--- src/rtl/manhattan_update_sequencer.sv ---
// Manhattan weight-update sequencer: walks the weight RAM, pairs each weight with a
// gradient, drives the updater for a fixed latency and writes the result back.
module manhattan_update_sequencer #(
    parameter int unsigned BIT_WIDTH      = 32,
    parameter int unsigned EXTRA_BITS     = 2,
    parameter int unsigned NUM_WEIGHTS    = 8,
    parameter int unsigned ADDR_WIDTH     = 3,
    parameter int unsigned UPDATE_LATENCY = 2,
    parameter logic [BIT_WIDTH+EXTRA_BITS-1:0] ETA_INIT = {2'b01, 32'h3A83126F}
) (
    input  logic                             clk,
    input  logic                             rst,
    input  logic                             start,
    input  logic                             eta_decay_en,
    input  logic [BIT_WIDTH+EXTRA_BITS-1:0]  grad_data,
    input  logic                             grad_valid,
    output logic                             grad_ready,
    output logic [ADDR_WIDTH-1:0]            wmem_raddr,
    input  logic [BIT_WIDTH+EXTRA_BITS-1:0]  wmem_rdata,
    output logic                             wmem_we,
    output logic [ADDR_WIDTH-1:0]            wmem_waddr,
    output logic [BIT_WIDTH+EXTRA_BITS-1:0]  wmem_wdata,
    output logic                             Manhattan_Enable,
    output logic [BIT_WIDTH+EXTRA_BITS-1:0]  Old_Weights,
    output logic [BIT_WIDTH+EXTRA_BITS-1:0]  eta,
    output logic [BIT_WIDTH+EXTRA_BITS-1:0]  Differentiated_Error,
    input  logic [BIT_WIDTH+EXTRA_BITS-1:0]  Updated_Weights,
    input  logic [BIT_WIDTH+EXTRA_BITS-1:0]  New_eta,
    output logic                             busy,
    output logic                             done,
    output logic                             update_err
);

    localparam int unsigned W     = BIT_WIDTH + EXTRA_BITS;
    localparam int unsigned CNT_W = (UPDATE_LATENCY > 1) ? $clog2(UPDATE_LATENCY) : 1;
    localparam logic [ADDR_WIDTH-1:0] LAST_ADDR = ADDR_WIDTH'(NUM_WEIGHTS - 1);
    localparam logic [CNT_W-1:0]      LAST_CNT  = CNT_W'(UPDATE_LATENCY - 1);

    typedef enum logic [2:0] {
        S_IDLE, S_FETCH, S_WAIT_GRAD, S_UPDATE, S_WRITE, S_DONE
    } state_t;

    state_t                state;
    logic [ADDR_WIDTH-1:0] addr;
    logic [CNT_W-1:0]      cnt;
    logic [W-1:0]          new_eta_q;
    logic                  result_bad;

    // Exception tags 10 (inf) and 11 (NaN) both have the top tag bit set.
    assign result_bad = Updated_Weights[W-1];

    // Pass sequencer: state, address walk, updater handshake and write-back.
    always_ff @(posedge clk or posedge rst) begin
        if (rst) begin
            state                <= S_IDLE;
            addr                 <= '0;
            cnt                  <= '0;
            new_eta_q            <= '0;
            grad_ready           <= 1'b0;
            wmem_raddr           <= '0;
            wmem_we              <= 1'b0;
            wmem_waddr           <= '0;
            wmem_wdata           <= '0;
            Manhattan_Enable     <= 1'b0;
            Old_Weights          <= '0;
            eta                  <= ETA_INIT;
            Differentiated_Error <= '0;
            busy                 <= 1'b0;
            done                 <= 1'b0;
            update_err           <= 1'b0;
        end else begin
            done    <= 1'b0;
            wmem_we <= 1'b0;
            case (state)
                S_IDLE: begin
                    if (start) begin
                        addr       <= '0;
                        wmem_raddr <= '0;
                        busy       <= 1'b1;
                        update_err <= 1'b0;
                        state      <= S_FETCH;
                    end
                end
                S_FETCH: begin
                    grad_ready <= 1'b1;
                    state      <= S_WAIT_GRAD;
                end
                S_WAIT_GRAD: begin
                    if (grad_valid && grad_ready) begin
                        grad_ready           <= 1'b0;
                        Old_Weights          <= wmem_rdata;
                        Differentiated_Error <= grad_data;
                        Manhattan_Enable     <= 1'b1;
                        cnt                  <= '0;
                        state                <= S_UPDATE;
                    end
                end
                S_UPDATE: begin
                    if (cnt == LAST_CNT) begin
                        Manhattan_Enable <= 1'b0;
                        wmem_waddr       <= addr;
                        wmem_wdata       <= Updated_Weights;
                        wmem_we          <= ~result_bad;
                        if (result_bad) begin
                            update_err <= 1'b1;
                        end
                        if (addr == LAST_ADDR) begin
                            new_eta_q <= New_eta;
                        end
                        state <= S_WRITE;
                    end else begin
                        cnt <= cnt + CNT_W'(1);
                    end
                end
                S_WRITE: begin
                    if (addr == LAST_ADDR) begin
                        state <= S_DONE;
                    end else begin
                        addr       <= addr + ADDR_WIDTH'(1);
                        wmem_raddr <= addr + ADDR_WIDTH'(1);
                        state      <= S_FETCH;
                    end
                end
                S_DONE: begin
                    done <= 1'b1;
                    busy <= 1'b0;
                    if (eta_decay_en) begin
                        eta <= new_eta_q;
                    end
                    state <= S_IDLE;
                end
                default: state <= S_IDLE;
            endcase
        end
    end

endmodule

--- config.mk ---
export PLATFORM = sky130hd
export DESIGN_NAME = manhattan_update_sequencer
export DESIGN_NICKNAME = d
export VERILOG_FILES = /design/src/rtl/manhattan_update_sequencer.sv
export SDC_FILE = /design/constraint.sdc
export NUM_CORES = 1
export LEC_CHECK = 0
export BUFFER_PORTS_ARGS = -buffer_cell sky130_fd_sc_hd__buf_2
export CAP_MARGIN = 40
export CORE_ASPECT_RATIO = 1.2
export CORE_MARGIN = 5
export CORE_UTILIZATION = 44
export CTS_CLUSTER_DIAMETER = 40
export DETAILED_ROUTE_END_ITERATION = 8
export GPL_TIMING_DRIVEN = 0
export PLACE_DENSITY = 0.74
export SYNTH_ARGS = -nofsm -noshare
export SYNTH_HDL_FRONTEND = slang
export SYNTH_SLANG_ARGS = --single-unit
--- constraint.sdc ---
create_clock -name clk -period 16 [get_ports clk]
set_input_delay 0 -clock clk [delete_from_list [all_inputs] [get_ports clk]]
set_output_delay 0 -clock clk [all_outputs]
set_load 0.005 [all_outputs]
### Word level (Yosys, flattened, before mapping)

Index checks and enable logic that the tools add are counted.

* input port bits: 141
* bits in registers: 186
* word-level logic and storage cells: 71

* bitwise logic cells: 1
* mux-type cells: 24
* add/sub/neg operators: 2
* reductions and logical operators: 18
* eq/ne operators: 11

Operators with widths (number)
* $mux W3: 6
* $pmux W3 S5: 1
* $reduce_and A2 Y1: 6
* $reduce_and A3 Y1: 4
* $mux W1: 11
* $ne A2 B2 Y1 const B: 5
* $pmux W1 S2: 5
* $reduce_bool A2 Y1: 5
* $eq A3 B3 Y1 const B: 3
* $eq A3 B2 Y1 const B: 2
* $pmux W3 S2: 1
* $reduce_and A4 Y1: 1
* $add A3 B1 Y3 const B: 1
* $eq A3 B1 Y1 const B: 1
* $logic_not A3 Y1: 1
* $add A1 B1 Y1 const B: 1
* $logic_and A1 B1 Y1: 1
* $not A1 Y1: 1

### Longest topological paths before layout

Gate-level depths: netlist (run 1).

* word-level depth: 3
* mapped depth: 6
* mapped depth without buffers: 5

### Least setup slack after synthesis (run 1)

OpenSTA, ideal clock, no wires.

* path kind: flip-flop to flip-flop
* start: register addr[0]
* end: register new_eta_q[0]
* library setup time: 0.125 ns
* setup slack: 14.230 ns
* required time: 15.875 ns
* path buffers: 2
* stages on the path, launching flop included: 7
* arrival: 1.646 ns
* path through: dfrtp_1 ha_1 ha_1 clkbuf_1 nand2_2 buf_2 mux2_2

* word-level cells in the longest chain between the ends: 2

Ends and longest elaborated chain
* from (decl): RTL line 44 `logic [ADDR_WIDTH-1:0] addr;`
* from (signal assigned): RTL line 119 `addr <= addr + ADDR_WIDTH'(1);`
* $eq A3 B3 Y1: RTL line 107 `if (addr == LAST_ADDR) begin`
* $reduce_and A3 Y1 (no source line)
* to (signal assigned): RTL line 108 `new_eta_q <= New_eta;`
* to (decl): RTL line 46 `logic [W-1:0] new_eta_q;`

No other way between the ends.
A chain may end at the register's enable or synchronous reset.

### Worst setup path after layout (run 1)

* start: register addr[0]
* end: register new_eta_q[30]

Same word-level chain as after synthesis.

==> metrics.md, run 1 <==
| Metric | Value |
|---|---|
| Outcome | `finished, final reports clean` |
| Grt ovf | `0` |
| Antenna Nets Post-Route | `0` |
| Place WS | `13.90 ns` |
| First-pass GRT wire length | `32.8 mm` |
| Post-Syn Area | `7070 µm²` |
| Die area | `18700 µm²` |
| Max_cap viols | `0` |
| IO buf count | `288` |
| GP Congestion | `0.794` |
| Initial Util | `45.0%` |
| Maximum buffer depth of the clock tree | `2` |
| Hold WC Path Type | `input port to flop` |
| Initial antenna violation count | `0` |
| DRT iter0 DRCs | `221` |
| Final Cycle Share | `13.1%` |
| Type of the worst setup path | `flop to flop` |
| Routed len/inst | `17.0 µm` |
| Num CTS Buffers | `17` |
| Overall via count from detail_route | `5599` |
| Antenna Cells | `0` |
| Cells on worst reg2reg path | `6` |
| Max Clock Freq | `0.477 GHz` |
| Largest net degree at the start of global routing | `99` |
| Static Leak | `5.50 nW` |
| Skew final | `0.00773 ns` |
| Placed Area | `8800 µm²` |
| Critical path arrival | `2.40 ns` |
| # DRC | `0` |
| Post-synthesis cell type count | `32` |
| Drt first pass iters | `4` |
| Fraction of layout cells with a size suffix above 1 | `50.6%` |
| Final setup TNS | `0 ns` |
| CTS H-tree depth | `4` |
| Pwr Density | `156 nW/µm²` |
| Final net count | `1092` |
| Hold-critical path depth | `3` |
| Final setup viols | `0` |
| Unrepaired setup endpoints after global routing | `no` |
| Mapped Nets | `645` |
| Postcts setup bufs | `0` |
| Clk slew on worst S/H paths | `0.07 ns` |
| Vias in the first global route | `6215` |
| Relative slew slack | `58.8%` |
| CTS tree | `built` |
| Avg Synthesized Cell Area | `14.1 µm²` |
| Worst-path fanout max | `10` |
| Reg2reg end | `new_eta_q[30]` |
| RR Startpoint | `addr[0]` |
| Number of buffers inserted by hold repair at cts | `139` |
| Peak VDD IR | `0.0000969 V` |
| Rows | `50` |
| Fin. Hold Viols | `0` |
| Worst slew pin tran | `0.617 ns` |
| Die height | `149 µm` |
| Design area | `10800 µm²` |
| Final Power | `1.68 mW` |
| CTS resizes | `0` |
| Max-slew violation count | `0` |
| HPWL Detailed | `12.8 mm` |
| Clk_lat worst skew | `0.42 ns` |
| Yosys reg bits | `186` |
| Worst hold start | `eta_decay_en` |
| CP required | `16.30 ns` |
| Commonest non-fill, non-tap cell in the layout | `buf_2` |
| I/O pin cnt | `289` |
| Ys Warns | `0` |
| Core ar. | `15700 µm²` |
| Vias per inst | `4.79` |
| Share of the yosys chip area belonging to registers | `66.1%` |
| GRT Total Usage | `21.9%` |
| Fin worst setup slack | `13.91 ns` |
| Routed WL | `19.9 mm` |
| Reg2Reg Setup Slack | `13.91 ns` |
| Clk sinks | `186` |
| Area grow syn2layout | `52.5%` |
| Worst Hold Endpoint | `eta[30]` |
| Post-synthesis cell count | `502` |
| Min cycle time layout | `2.09 ns` |
| CTS Root Cell | `clkbuf_16` |
| Most frequent cells in the layout | `301 x buf_2, 170 x dfrtp_1, 139 x dlygate4sd3_1` |
| CP endpoint kind | `flop` |
| DIE WIDTH | `126 µm` |
| Startpoint Class | `flop` |
[routing by layer]
metal / GRT usage, % / share of wire, % / vias to the layer above
met4: 8.95 / 3.3 / 0
met3: 6.55 / 6.4 / 53
li1: - / - / 2595
met1: 25.5 / 38 / 2731
met2: 38.0 / 52 / 220
met5: 0 / 0 / -
[stage by stage]
step	cells	hold WS (ns)	utilization, %
after floorplan	502	0.0664	-
after global placement	998	0.178	55.8
after detailed placement	999	0.138	56.1
after CTS	1170	0.106	68.6
after global routing	1170	0.115	68.6
final	1170	0.118	68.6
[area by class of cell]
type / count / area, µm²
buffer: 25 / 144
timing repair buffer: 428 / 2860
clock buffer: 21 / 440
fill: 1091 / 4930
sequential: 186 / 4670
clock inverter: 11 / 139
inverter: 4 / 22.5
multi-input combinational: 287 / 2230
tap: 208 / 260
[worst max-delay path by stage]
stage / start / end / slack (ns) / depth (start not counted)
detailed placement: addr[0] / new_eta_q[28] / 13.90 / 6
floorplan: rst / Differentiated_Error[0] / 10.97 / 1
global placement: rst / wmem_wdata[30] / 8.85 / 2
CTS: addr[0] / new_eta_q[26] / 13.89 / 6
finish: addr[0] / new_eta_q[30] / 13.91 / 6
global route: addr[0] / new_eta_q[33] / 13.79 / 6
[report_power, final]
| part | switching (mW) | internal (mW) | total, mW |
|---|---|---|---|
| clock | 0.182 | 0.234 | 0.416 |
| combinational | 0.242 | 0.280 | 0.522 |
| sequential | 0.0920 | 0.652 | 0.744 |
| total | 0.516 | 1.17 | 1.68 |
[sequential cells by signal, summed over array words and instances, names as in the netlist]
| register | cells |
|---|---|
| Differentiated_Error | 34 |
| Old_Weights | 34 |
| eta | 34 |
| new_eta_q | 34 |
| wmem_wdata | 34 |
| addr | 3 |
| state | 3 |
| wmem_waddr | 3 |
| Manhattan_Enable | 1 |
| busy | 1 |
| cnt | 1 |
| done | 1 |
| grad_ready | 1 |
| update_err | 1 |
| wmem_we | 1 |
[worst max-delay path, stage by stage, from the launching register on]
cell and delay [ns]:
dfrtp_1 0.46, ha_1 0.23, ha_1 0.17, clkbuf_1 0.20, nand2_2 0.24, buf_2 0.31
mux2_2 0.37
[cells by family (layout without fill, tap and decap cells)]
group	after synthesis	in the layout	synth area share, %
and+or+nand+nor	131	131	7.81
AOI/OAI and AO/OA	17	17	1.61
adders and majority gates	2	2	0.354
buffers and inverters	29	489	2.25
DFF	186	186	66.1
muxes	137	137	21.8
[synth_stat cells]
| cell | instances | area share (%) |
|---|---|---|
| buf_1 | 1 | 0.053 |
| o2bb2ai_1 | 3 | 0.37 |
| a21o_1 | 1 | 0.11 |
| ha_1 | 2 | 0.35 |
| inv_1 | 4 | 0.21 |
| nor3_4 | 1 | 0.23 |
| nor2b_1 | 1 | 0.089 |
| and3b_1 | 1 | 0.12 |
| and4b_1 | 1 | 0.14 |
| nor3_1 | 1 | 0.071 |
| clkbuf_1 | 4 | 0.21 |
| o21ai_0 | 5 | 0.35 |
| buf_2 | 13 | 0.92 |
| and3_1 | 1 | 0.089 |
| mux2_2 | 128 | 20 |
| nand2_1 | 116 | 6.2 |
| a31oi_1 | 1 | 0.089 |
| nand2b_4 | 1 | 0.19 |
| nand4b_1 | 1 | 0.12 |
| buf_6 | 2 | 0.32 |
| nor2_1 | 3 | 0.16 |
| a31o_2 | 2 | 0.25 |
| nor4_1 | 1 | 0.089 |
| dfstp_2 | 16 | 5.9 |
| dfrtp_1 | 170 | 60 |
| o22a_1 | 1 | 0.12 |
| nand2_2 | 1 | 0.089 |
| mux2_1 | 9 | 1.4 |
| buf_4 | 5 | 0.53 |
| nor4b_1 | 2 | 0.25 |
| a21boi_0 | 1 | 0.11 |
| a21oi_1 | 3 | 0.21 |
No activity file was read; power rests on OpenSTA's default activity.
==> run 2: changes to the inputs <==
Settings changed: ABC_AREA from default to 1.
Clock period 16 ns to 2.1 ns, I/O delays scaled along.
==> metrics.md, run 2 <==
| Metric | Value |
|---|---|
| Most instantiated cells after synthesis | `397 x nand2_1, 170 x dfrtp_1, 43 x inv_1, 42 x o21ai_0, 22 x buf_2 (was 170 x dfrtp_1, 128 x mux2_2, 116 x nand2_1, 16 x dfstp_2, 13 x buf_2)` |
| Vias per inst | `4.68 (was 4.79)` |
| Design area | `11000 µm² (was 10800 µm²)` |
| Die height | `150 µm (was 149 µm)` |
| Vias in the first global route | `7323 (was 6215)` |
| Reg2Reg Setup Slack | `0.47 ns (was 13.91 ns)` |
| Outcome | `finished, final reports clean (unchanged)` |
| Max_cap viols | `0 (unchanged)` |
| Cells on worst reg2reg path | `8 (was 6)` |
| # DRC | `0 (unchanged)` |
| Antenna Nets Post-Route | `0 (unchanged)` |
| Adder-Cell Fraction of Synth Area | `0.349% (was 0.354%)` |
| Register area | `4670 µm² (unchanged)` |
| Max Clock Freq | `0.612 GHz (was 0.477 GHz)` |
| Combinational power share | `31.9% (was 31.0%)` |
| Final net count | `1358 (was 1092)` |
| Die area | `19000 µm² (was 18700 µm²)` |
| Place WS | `0.487 ns (was 13.90 ns)` |
| GP Congestion | `0.805 (was 0.794)` |
| Simple-gate share of the synthesized area | `23.0% (was 7.81%)` |
| Fill count | `1195 (was 1091)` |
| Postcts setup bufs | `0 (unchanged)` |
| Critical Path End | `Differentiated_Error[21] (was new_eta_q[30])` |
| Compound-gate portion of the synthesized area | `5.93% (was 1.61%)` |
| Worst-path fanout max | `10 (unchanged)` |
| HPWL Detailed | `14.6 mm (was 12.8 mm)` |
| Peak VDD IR | `0.000620 V (was 0.0000969 V)` |
| First-pass GRT wire length | `35.8 mm (was 32.8 mm)` |
| Final Cycle Share | `77.8% (was 13.1%)` |
| Grt ovf | `0 (unchanged)` |
| Util after Layout | `68.0% (was 68.6%)` |
| Final Power | `13.3 mW (was 1.68 mW)` |
| Initial antenna violation count | `0 (unchanged)` |
| Placed Area | `9000 µm² (was 8800 µm²)` |
| Top-count cell post-synth | `nand2_1 (was dfrtp_1)` |
| Max-slew violation count | `0 (unchanged)` |
| Type of the worst setup path | `flop to flop (unchanged)` |
| CP endpoint kind | `flop (unchanged)` |
| Relative slew slack | `70.3% (was 58.8%)` |
| Initial Util | `44.4% (was 45.0%)` |
| Largest area contributor in the synthesized netlist | `dfrtp_1 (unchanged)` |
| Post-Synth XOR/XNOR Area | `0% (unchanged)` |
| Clk sinks | `186 (unchanged)` |
| CP required | `2.39 ns (was 16.30 ns)` |
| Post-Syn Area | `7170 µm² (was 7070 µm²)` |
| RR Startpoint | `state[1] (was addr[0])` |
| Reg2reg end | `Differentiated_Error[21] (was new_eta_q[30])` |
| Final setup TNS | `0 ns (unchanged)` |
| Routed WL | `21.8 mm (was 19.9 mm)` |
| Min cycle time layout | `1.63 ns (was 2.09 ns)` |
| CTS tree | `built (unchanged)` |
| Avg Synthesized Cell Area | `9.38 µm² (was 14.1 µm²)` |
| Ys Warns | `0 (unchanged)` |
| Critical path arrival | `1.93 ns (was 2.40 ns)` |
| Top cells by area, synth | `dfrtp_1 59%, nand2_1 21%, dfstp_2 5.9% (was dfrtp_1 60%, mux2_2 20%, nand2_1 6.2%)` |
| Clock share of power | `24.6% (was 24.7%)` |
| IO buf count | `288 (unchanged)` |
| Unrepaired setup endpoints after global routing | `no (unchanged)` |
| I/O pin cnt | `289 (unchanged)` |
| Sw frac | `33.7% (was 30.7%)` |
| DIE WIDTH | `127 µm (was 126 µm)` |
| Power Internal | `8.79 mW (was 1.17 mW)` |
| Asr flop ratio synth | `100% (unchanged)` |
| Fraction of layout cells with a size suffix above 1 | `32.3% (was 50.6%)` |
| Fin. Hold Viols | `0 (unchanged)` |
| Post-synth EDFFs | `0 (unchanged)` |
| GRT Total Usage | `23.5% (was 21.9%)` |
| Drt first pass iters | `4 (unchanged)` |
| Multi-input logic area | `2100 µm² (was 2230 µm²)` |
| Largest family of logic cells by synthesized area | `simple AND/OR/NAND/NOR gates (was multiplexers)` |
| Worst hold start | `grad_valid (was eta_decay_en)` |
| CTS H-tree depth | `4 (unchanged)` |
| CTS resizes | `0 (unchanged)` |
| Yosys top cell area share | `59.3% (was 60.2%)` |
| Most frequent cells in the layout | `397 x nand2_1, 310 x buf_2, 170 x dfrtp_1 (was 301 x buf_2, 170 x dfrtp_1, 139 x dlygate4sd3_1)` |
| Fin worst setup slack | `0.465 ns (was 13.91 ns)` |
| Crit path from | `state[1] (was addr[0])` |
| Met3 usage | `6.39% (was 6.55%)` |
| Main synth FF type | `dfrtp_1 (unchanged)` |
| Skew final | `0.0109 ns (was 0.00773 ns)` |
| Startpoint Class | `flop (unchanged)` |
| CTS Root Cell | `clkbuf_16 (unchanged)` |
| Num CTS Buffers | `17 (unchanged)` |
| Overall via count from detail_route | `6737 (was 5599)` |
| Worst slew pin tran | `0.446 ns (was 0.617 ns)` |
| Most used routing layer | `met2 (unchanged)` |
| Clk slew on worst S/H paths | `0.07 ns (about the same)` |
| NetSw | `4.46 mW (was 516 µW)` |
| Final setup viols | `0 (unchanged)` |
| Clk_lat worst skew | `0.42 ns (about the same)` |
| Commonest non-fill, non-tap cell in the layout | `nand2_1 (was buf_2)` |
| Hold WC Path Type | `input port to flop (unchanged)` |
| Routed len/inst | `15.1 µm (was 17.0 µm)` |
| Post-synthesis cell type count | `23 (was 32)` |
| Area grow syn2layout | `53.2% (was 52.5%)` |
| Rows | `51 (was 50)` |
| Share of the yosys chip area belonging to registers | `65.2% (was 66.1%)` |
| Static Leak | `6.06 nW (was 5.50 nW)` |
| Antenna Cells | `0 (unchanged)` |
| Post-synthesis cell count | `764 (was 502)` |
| Met2 Use GR | `41.1% (was 38.0%)` |
| Sequential share of power | `43.5% (was 44.3%)` |
| Yosys reg bits | `186 (unchanged)` |
| Pwr Density | `1210 nW/µm² (was 156 nW/µm²)` |
| DRT iter0 DRCs | `402 (was 221)` |
| M1 GR Usage | `26.8% (was 25.5%)` |
| Core ar. | `16100 µm² (was 15700 µm²)` |
| Mux share of post-synthesis cell area | `0% (was 21.8%)` |
| Mapped Nets | `907 (was 645)` |
| Maximum buffer depth of the clock tree | `2 (unchanged)` |
| Largest net degree at the start of global routing | `40 (was 99)` |
-- run 2: cell types whose count changed after synthesis, moves of 4 or more --
cell	delta
nand3_1	+8
buf_2	+9
nand2_1	+281
buf_6	+5
mux2_1	-9
o21ai_1	+14
buf_4	-4
o21ai_0	+37
inv_2	+4
inv_1	+39
mux2_2	-128
o21ai_2	+16
-- run 2: final cells by class --
| class | instances | area share [%] |
|---|---|---|
| multi-input combinational | 496 | 19.1 |
| clock buffer | 20 | 3.98 |
| tap | 212 | 2.42 |
| inverter | 47 | 1.64 |
| buffer | 35 | 1.96 |
| sequential | 186 | 42.6 |
| timing repair buffer | 432 | 26.8 |
| clock inverter | 12 | 1.49 |
-- run 2: cell families after synthesis --
kind of cell | Yosys count
and+or+nand+nor | 421
AOI/OAI and AO/OA | 73
DFF | 186
adders and majority gates | 2
buffers and inverters | 82
-- run 2: power groups by stage --
| stage | Clock [mW] | Sequential (mW) | Combinational, mW |
|---|---|---|---|
| detailed placement | 0 | 5.76 | 4.01 |
| CTS | 3.34 | 5.74 | 4.20 |
| floorplan | 0 | 5.86 | 1.81 |
| global placement | 0 | 5.74 | 3.86 |
| global route | 3.49 | 5.92 | 4.81 |
| finish | 3.26 | 5.77 | 4.23 |
-- run 2: how the worst min path moves through the flow --
stage               depth (start not counted)  slack (ns)         endpoint
detailed placement                          2        0.02  Old_Weights[22]
CTS                                         5        0.04          eta[32]
global placement                            2        0.17          wmem_we
floorplan                                   1        0.07          wmem_we
finish                                      4        0.06         state[1]
global route                                5        0.08          eta[32]
-- run 2: worst max-delay path, cell delays in order, from the launching register on --
cell and delay, ns:
dfrtp_1 0.49, inv_2 0.04, nor2_1 0.12, nand2_1 0.10, nor2_4 0.22, inv_2 0.13, buf_2 0.21, nand2_1 0.10
nand2_1 0.09
-- run 2: metrics by stage --
stage	instances	hold WS, ns
3_3_place_gp	1264	0.168
6_report	1440	0.0594
2_1_floorplan	764	0.0664
5_1_grt	1440	0.0838
3_5_place_dp	1270	0.0182
4_1_cts	1440	0.0357
-- run 2: what timing repair did --
item	CTS	global route
endpoints found under the setup margin	0	0
hold buffers	138	0
endpoints found under the hold margin	195	0
-- run 2: metal layers --
layer  up-vias  wire (µm)
met4         0        797
met1      3156       8190
met3        67       1580
met5         -          0
met2       271      11200
li1       3243          -
